$ cat src/rtl/vrf_wr_arb.sv
// Two-requester round-robin arbiter for the vector register file write port.
// The winner streams LANES elements into one register, one element per accepted beat.
module vrf_wr_arb #(
  parameter int DATA_WIDTH = 32,
  parameter int REG_NUM    = 32,
  parameter int LANES      = 4,
  localparam int ADDR_B    = (REG_NUM > 1) ? $clog2(REG_NUM) : 1,
  localparam int ELEM_B    = (LANES > 1) ? $clog2(LANES) : 1
) (
  input  logic                  clk_i,
  input  logic                  rst_i,
  input  logic [1:0]            req_i,
  input  logic [ADDR_B-1:0]     addr0_i,
  input  logic [ADDR_B-1:0]     addr1_i,
  input  logic [1:0]            valid_i,
  input  logic [DATA_WIDTH-1:0] data0_i,
  input  logic [DATA_WIDTH-1:0] data1_i,
  output logic [1:0]            ready_o,
  output logic [1:0]            gnt_o,
  output logic [1:0]            done_o,
  output logic                  vrf_wr_req_o,
  output logic                  vrf_wr_en_o,
  output logic                  vrf_wr_ready_o,
  output logic [ADDR_B-1:0]     vrf_wr_addr_o,
  output logic [ELEM_B-1:0]     vrf_wr_elem_cnt_o,
  output logic [DATA_WIDTH-1:0] vrf_wdata_o,
  output logic                  busy_o
);

  localparam logic [ELEM_B-1:0] LAST_ELEM = ELEM_B'(LANES - 1);

  typedef enum logic [1:0] {IDLE, START, WRITE} state_t;

  state_t              r_state, w_nextState;
  logic                r_last, w_nextLast;
  logic [ELEM_B-1:0]   r_cnt, w_nextCnt;
  logic [ADDR_B-1:0]   r_addr, w_nextAddr;

  logic                w_pick;
  logic                w_winnerValid;
  logic                w_beat;
  logic                w_lastBeat;
  logic [1:0]          w_ownerHot;

  // r_last doubles as the current owner: it is updated on every grant.
  assign w_pick        = (req_i == 2'b11) ? ~r_last : req_i[1];
  assign w_ownerHot    = r_last ? 2'b10 : 2'b01;
  assign w_winnerValid = r_last ? valid_i[1] : valid_i[0];
  assign w_beat        = (r_state == WRITE) && w_winnerValid;
  assign w_lastBeat    = w_beat && (r_cnt == LAST_ELEM);

  always_ff @(posedge clk_i or posedge rst_i) begin
    if (rst_i) begin
      r_state <= IDLE;
      r_last  <= 1'b1;
      r_cnt   <= '0;
      r_addr  <= '0;
    end else begin
      r_state <= w_nextState;
      r_last  <= w_nextLast;
      r_cnt   <= w_nextCnt;
      r_addr  <= w_nextAddr;
    end
  end

  always_comb begin
    w_nextState = r_state;
    w_nextLast  = r_last;
    w_nextCnt   = r_cnt;
    w_nextAddr  = r_addr;
    case (r_state)
      IDLE: begin
        if (req_i != 2'b00) begin
          w_nextLast  = w_pick;
          w_nextAddr  = w_pick ? addr1_i : addr0_i;
          w_nextState = START;
        end
      end
      START: w_nextState = WRITE;
      WRITE: begin
        if (w_beat) begin
          w_nextCnt = w_lastBeat ? '0 : r_cnt + 1'b1;
          if (w_lastBeat) w_nextState = IDLE;
        end
      end
      default: w_nextState = IDLE;
    endcase
  end

  assign busy_o            = (r_state != IDLE);
  assign gnt_o             = busy_o ? w_ownerHot : 2'b00;
  assign ready_o           = (r_state == WRITE) ? w_ownerHot : 2'b00;
  assign vrf_wr_req_o      = (r_state == START);
  assign vrf_wr_en_o       = w_beat;
  assign vrf_wr_ready_o    = w_lastBeat;
  assign done_o            = w_lastBeat ? w_ownerHot : 2'b00;
  assign vrf_wr_addr_o     = r_addr;
  assign vrf_wr_elem_cnt_o = r_cnt;
  // The loser's data never reaches the write port, and the bus stays zero between beats.
  assign vrf_wdata_o       = w_beat ? (r_last ? data1_i : data0_i) : '0;

endmodule

$ cat config.mk
export PLATFORM = sky130hd
export DESIGN_NAME = vrf_wr_arb
export DESIGN_NICKNAME = d
export VERILOG_FILES = /design/src/rtl/vrf_wr_arb.sv
export SDC_FILE = /design/constraint.sdc
export NUM_CORES = 1
export LEC_CHECK = 0
export CAP_MARGIN = 20
export CORE_UTILIZATION = 28
export DETAILED_ROUTE_END_ITERATION = 10
export PLACE_DENSITY_LB_ADDON = 0.05
export SYNTH_ARGS = -nofsm -noshare
export SYNTH_HDL_FRONTEND = slang
export SYNTH_SLANG_ARGS = --single-unit
$ cat constraint.sdc
create_clock -name clk_i -period 2.6 [get_ports clk_i]
set_input_delay 0.52 -clock clk_i [delete_from_list [all_inputs] [get_ports clk_i]]
set_output_delay 0.52 -clock clk_i [all_outputs]
set_load 0.005 [all_outputs]
==> results.txt <==
----------------------------------------------------
[Worst hold path]
  Hold crit path type ... register to register
  Endpoint with the worst hold slack ... vrf_wr_addr_o[4]
  Number of instances on the worst hold path ... 1
  Worst Hold Launch ... vrf_wr_addr_o[4]

[Setup path]
  CP Capture Type ... primary output
  Kind of critical path ... input pin to primary output
  Max Fanout on Critical Path ... 7
  R2r endpoint ... vrf_wr_elem_cnt_o[1]
  Number of cells on the worst reg-to-reg path ... 6
  R2R setup slack ... 0.84 ns
  Beginning of the worst register-to-register path ... r_last
  Critical path launch point type ... input pin
  Arrival time of the worst setup path ... 2.02 ns
  Required time reported for the critical path endpoint ... 2.08 ns

[Clocking]
  Maximum buffer depth of the clock tree ... 2
  Clock network latency to the later pin of the worst-skew pair ... 0.26 ns
  Clock-pin slew reported for the worst setup and hold paths after clock tree synthesis ... 0.07 ns
  Master cell of the clock root buffer ... sky130_fd_sc_hd__clkbuf_4
  Number of buffers inserted by hold repair at cts ... 0
  TritonCTS clock tree ... done
  Number of buffers created by CTS ... 3
  Deepest level of the CTS H-tree ... 1
  Total setup buffers inserted after CTS ... 0
  CTS sink count ... 10

[STA]
  Fraction of the cycle the final worst path needs ... 97.6%
  Max Clock Skew ... 0.00657 ns
  Minimum clock period after layout ... 2.54 ns
  Final hold slack ... 0.505 ns
  Final worst setup slack ... 0.0614 ns
  Worst max-slew margin expressed relative to the limit ... 66.4%
  Max-slew violation count ... 0
  Final Hold Fails ... 0
  Count of final setup violators ... 0
  Highest achievable clock rate ... 0.394 GHz
  Slew @ Worst Pin ... 0.501 ns

[Route]
  Count of vias placed by the detailed router ... 1341
  Number of search-and-repair iterations in the first detailed-routing pass ... 4
  Routed wire per std cell ... 14.1 µm
  DR vias/cell ... 4.53
  Number of nets still failing antenna checks after routing ... 0
  Iter 0 DRT Violations ... 57
  Routed Wire Length ... 4180 µm
  Number of DRC violations after detailed routing ... 0

[Job]
  Number of max-capacitance violations reported ... 0

[Finish]
  Utilization of the core after routing ... 72.4%
  Fin cells ... 296
  Commonest non-fill, non-tap cell in the layout ... sky130_fd_sc_hd__clkdlybuf4s50_1
  # diodes ... 0
  Fill cell count ... 263
  Area delta synth->final ... 142%
  Post-Layout Inst Area ... 2470 µm²
  Leading cell types in the layout, fill and taps excluded ... 118 x sky130_fd_sc_hd__clkdlybuf4s50_1, 38 x sky130_fd_sc_hd__nor2_1, 32 x sky130_fd_sc_hd__mux2i_1, 10 x sky130_fd_sc_hd__mux2_2
  Share of final-layout standard cells stronger than drive strength 1 ... 11.2%
  NumNets Final ... 332

[Synth]
  Share of the synthesized area in the top cell type ... 31.4%
  Gate count of the mapped netlist ... 120
  Cell taking the most area after synthesis ... sky130_fd_sc_hd__mux2i_1
  Post-Syn Area ... 1020 µm²
  Synth unique cells ... 19
  Net count of the mapped netlist ... 201
  Top cells by area in the synthesized netlist ... sky130_fd_sc_hd__mux2i_1 31%, sky130_fd_sc_hd__dfrtp_1 22%, sky130_fd_sc_hd__nor2_1 14%, sky130_fd_sc_hd__mux2_2 11%, sky130_fd_sc_hd__mux2_4 4.4%
  Sequential area share after synthesis ... 24.7%
  Post-synthesis area per instance ... 8.50 µm²
  Warnings from Yosys ... 0
  Post-synthesis register bit count ... 10

[Pwr]
  Logic gate share of total power ... 76.4%
  Seq pwr share ... 16.2%
  VDD IR max ... 0.000627 V
  Clk pwr share ... 7.3%
  Total power density per cell area ... 750 nW/µm²
  Internal Pwr Total ... 0.00120 W
  Share of total power consumed by net switching ... 35.1%
  Pleak ... 1.24 nW
  Switching power summed over all nets ... 0.000651 W

[Floorplanning]
  Std-Cell Core Area ... 3420 µm²
  Floorplan die area ... 3890 µm²
  Number of standard-cell rows in the floorplan ... 21
  Horiz. Die Dim ... 62.4 µm
  Top-level port count ... 129
  Starting utilization of the core area ... 29.9%
  Die extent in y ... 62.4 µm

[Global routing]
  Global-route wire length before repair ... 6340 µm
  Overall track demand over capacity in global routing ... 20.0%
  Largest net degree at the start of global routing ... 40
  Number of antenna violations at the first check in global routing ... 0
  Via count of the first global-routing pass ... 1324
  Sum of overflow across all layers after global routing ... 0

[Run status]
  Outcome ... completed

[Placed design]
  Total placed instance area ... 2370 µm²
  Count of placed standard cells including taps ... 290
  Pre-CTS setup slack ... -0.0359 ns
  Detailed Place HPWL ... 3290 µm
  Final weighted congestion in routability-driven placement ... 0.724
  # port buffers ... 128

----------------------------------------------------
==> worst max-delay path by stage <==
stage	cells after the start	slack, ns	to	startpoint
floorplan	5	0.80	vrf_wdata_o[12]	r_last
global placement	6	0.01	vrf_wdata_o[1]	valid_i[0]
detailed placement	6	-0.04	done_o[1]	valid_i[1]
CTS	6	0.01	done_o[0]	valid_i[0]
global route	6	-0.0005	vrf_wdata_o[29]	valid_i[1]
finish	6	0.06	vrf_wdata_o[1]	valid_i[0]
==> sequential cells by signal, summed over array words and instances (netlist names) <==
name,count
vrf_wr_addr_o,5
r_state,2
vrf_wr_elem_cnt_o,2
r_last,1
==> per-layer routing <==
| metal | share of wire, % | GRT usage [%] |
|---|---|---|
| met5 | 0 | 0 |
| met4 | 1.4 | 4.94 |
| met1 | 40 | 22.8 |
| met3 | 5.1 | 2.76 |
| met2 | 54 | 38.5 |
==> stage by stage <==
| step | setup TNS [ns] | power (W) |
|---|---|---|
| floorplan | 0 | 0.000978 |
| global placement | 0 | 0.00164 |
| detailed placement | -0.0938 | 0.00168 |
| CTS | 0 | 0.00183 |
| global route | -0.000531 | 0.00198 |
| finish | 0 | 0.00185 |
==> power groups by stage <==
stage	clock, W	sequential [W]	combinational [W]
2_1_floorplan	0	0.000297	0.000681
5_1_grt	0.000146	0.000313	0.00152
4_1_cts	0.000140	0.000302	0.00139
6_report	0.000136	0.000301	0.00142
3_5_place_dp	0	0.000304	0.00137
3_3_place_gp	0	0.000298	0.00134
==> synthesized netlist by cell type, drive strengths merged <==
library cell,count
nand2b,2
or2,1
ha,1
nor3,2
a21boi,1
nor2b,1
a21oi,2
dfrtp,9
inv,6
mux2,13
o21ai,1
a31oi,1
dfstp,1
nor2,39
buf,8
mux2i,32
==> critical path, stage by stage <==
cell and delay (ns):
sky130_fd_sc_hd__clkdlybuf4s50_1 0.46, sky130_fd_sc_hd__mux2_4 0.16, sky130_fd_sc_hd__nand2b_4 0.09, sky130_fd_sc_hd__buf_6 0.15
sky130_fd_sc_hd__nor2_1 0.10, sky130_fd_sc_hd__clkdlybuf4s50_1 0.54
==> final cells by class <==
class | count | area, µm² | share of cell area, %
clock buffer | 4 | 36.3 | 1.47
inverter | 6 | 22.5 | 0.911
multi-input combinational | 96 | 711 | 28.7
sequential | 10 | 251 | 10.2
tap | 46 | 57.6 | 2.33
timing repair buffer | 134 | 1390 | 56.4
==> cell families after synthesis <==
kind of cell | Yosys count | synth area share (%)
and+or+nand+nor | 45 | 17.8
DFF | 10 | 24.7
muxes | 45 | 46.9
AOI/OAI and AO/OA | 5 | 2.82
buffers and inverters | 14 | 6.63
adders and majority gates | 1 | 1.23
==> what timing repair did <==
item | in CTS | in global routing
resized for setup | 3 | 13
endpoints found under the setup margin | 12 | 27
gates cloned | 1 | 1
(Power assumes the default switching activity.)
==> variant: new RTL, same flow settings <==
Take the reset off `r_addr` and load it in a clocked block of its own.
--- a/src/rtl/vrf_wr_arb.sv
+++ b/src/rtl/vrf_wr_arb.sv
@@ -54,13 +54,15 @@
       r_state <= IDLE;
       r_last  <= 1'b1;
       r_cnt   <= '0;
-      r_addr  <= '0;
     end else begin
       r_state <= w_nextState;
       r_last  <= w_nextLast;
       r_cnt   <= w_nextCnt;
-      r_addr  <= w_nextAddr;
     end
+  end
+
+  always_ff @(posedge clk_i) begin
+    r_addr <= w_nextAddr;
   end
 
   always_comb begin
Formal check against the unedited RTL: not equivalent (Yosys sat finds a counterexample within 4 cycles, from zero or initial values and one cycle with rst_i high).
==> variant against the unedited design <==
Critical path depth unchanged. Total power decreased by 8.5%. Design area is 1.8% lower. Utilization is 0.21 points lower. Worst setup slack worse by 0.027 ns. Critical endpoint is now vrf_wdata_o[0]. Largest power group unchanged. Routed wire length up 4.4%. Area after synthesis down 2.8%. Largest cell class unchanged. Die area is 2.7% lower. Sequential cell count unchanged. Clock skew is 0.0049 ns lower.
==> variant: results (changes against the unedited design) <==
run_status:
  outcome: "finished, final reports clean"
clocking:
  cts.root.buffer_cell: "sky130_fd_sc_hd__clkbuf_4"
  clock_latency_ns: 0.27
  post_cts_resized: 0  # -3
  cts.clk_slew.worst_paths_ns: 0.06
  post_cts_buffers: 0  # unchanged
  cts-htree-levels: 1  # unchanged
  cts_inserted_buffers: 3  # unchanged
  clock_tree.buffer_depth: 2  # unchanged
sta:
  layout_min_cycle_time_ns: 2.57  # +0.0272 ns
  worst_hold_slack_after_final_layout_ns: 0.440  # -0.0654 ns
  worst_slew_pin_tran_ns: 0.488  # -0.0131 ns
  finalClockSkew_ns: 0.00167  # -0.00490 ns
routing:
  vias_per_cell: 4.56  # +0.58%
  drt_pre_antenna_iters: 3  # -1
  drt_iter0_markers: 43  # -25%
  detail_route.wl_per_cell_um: 15.0  # +6.2%
placement:
  gpl_congestion: 0.723  # -0.11%
  dp_worst_slack_ns: 0.0290  # +0.0649 ns
  placement.io_buffers: 128  # unchanged
  post_detail_place_hpwl_um: 3410  # +3.6%
global_route:
  globalRouteTotalUtil: 0.198  # -0.00170
  number_of_antenna_violations_at_the_first_check_in_global_routing: 0  # unchanged
  maximum_number_of_pins_on_one_net_before_global_route_repair: 37  # -7.5%
  grt_pass1_wl_um: 5420  # -14%
  first_global_vias: 1167  # -12%
min_path:
  worst_hold_path_type: "in -> async"
yosys:
  ys.flop_type: "sky130_fd_sc_hd__edfxtp_1"
  postSynth.asyncResetShare: 0.500  # -0.500
  yosysSeqAreaShare: 0.279  # +0.0324
  post_synth_num_cell_types: 19  # unchanged
  netlist_top_cells_area: "sky130_fd_sc_hd__mux2i_1 32%, sky130_fd_sc_hd__nor2_1 16%, sky130_fd_sc_hd__edfxtp_1 15%"
  yosys_warnings: 0  # unchanged
  synth.net_count: 197  # -2.0%
  post_synth_most_frequent_cells: "42 x sky130_fd_sc_hd__nor2_1, 32 x sky130_fd_sc_hd__mux2i_1, 6 x sky130_fd_sc_hd__buf_2"
  edff_count_synth: 5  # +5
critical_path:
  critPathArrivalTime_ns: 2.05  # +0.03 ns
  critical_path.max_fanout: 18  # +11
  setup.reg_to_reg.worst_slack_ns: 0.81  # -0.03 ns
  worstRegToRegCells: 6  # unchanged
layout:
  largest_register_ffs: 5  # unchanged
  drive_gt1_frac: 0.0816  # -0.0304
  layout.filler_cells: 283  # +7.6%
  final_net_count: 327  # -1.5%
  num_antenna_cells: 0  # unchanged
power:
  ir_drop_v: 0.000662  # +5.5%
  cellLeakagePower_nw: 1.32  # +6.4%
-- variant: through the flow --
step / instances / setup TNS [ns] / area (um2)
6_report: 291 / 0 / 2430
3_5_place_dp: 286 / 0 / 2330
5_1_grt: 291 / -0.0276 / 2430
2_1_floorplan: 116 / 0 / 991
4_1_cts: 290 / 0 / 2350
3_3_place_gp: 286 / 0 / 2330
-- variant: cell type report --
type,count,area [um2],area share
multi-input combinational,93,653,0.269
tap,46,57.6,0.0237
clock buffer,4,26.3,0.0108
timing repair buffer,133,1400,0.575
sequential,10,277,0.114
inverter,5,18.8,0.00773
-- variant: worst paths after layout --
check                                                 startpoint                               end
worst min register to register  vrf_wr_elem_cnt_o[1]$_DFFE_PP0P_  vrf_wr_elem_cnt_o[1]$_DFFE_PP0P_
min in group clk_i              vrf_wr_elem_cnt_o[1]$_DFFE_PP0P_  vrf_wr_elem_cnt_o[1]$_DFFE_PP0P_
max in group asynchronous                                  rst_i                r_last$_DFFE_PP1P_
worst max register to register                r_last$_DFFE_PP1P_  vrf_wr_elem_cnt_o[0]$_DFFE_PP0P_
worst min-delay path                                       rst_i  vrf_wr_elem_cnt_o[0]$_DFFE_PP0P_
worst max-delay path                                  valid_i[1]                    vrf_wdata_o[0]
-- variant: layer usage --
layer / part of all wire / GRT usage / vias up
li1: - / - / 650
met1: 0.37 / 0.200 / 606
met2: 0.52 / 0.381 / 64
met3: 0.094 / 0.0420 / 6
met4: 0.014 / 0.0952 / 0
met5: 0 / 0 / -
-- variant: cells by family after synthesis --
logic type,share of synthesized area
buffers and inverters,0.0644
AND/OR/NAND/NOR,0.194
multiplexers,0.426
AO/OA/AOI/OAI,0.0240
adder cells (fa/ha/maj),0.0126
flip-flops,0.279
-- variant: critical path, cell delays in order --
cell                              delay, ns
sky130_fd_sc_hd__clkdlybuf4s50_1       0.46
sky130_fd_sc_hd__mux2_4                0.15
sky130_fd_sc_hd__nand2b_2              0.10
sky130_fd_sc_hd__clkbuf_16             0.20
sky130_fd_sc_hd__nor2_1                0.11
sky130_fd_sc_hd__clkdlybuf4s50_1       0.51
-- variant: where the power goes --
group          switching [mW]  leakage [nW]  internal [mW]
Combinational           0.519          1.20          0.772
Sequential             0.0424         0.106          0.249
Clock                  0.0552        0.0150         0.0595
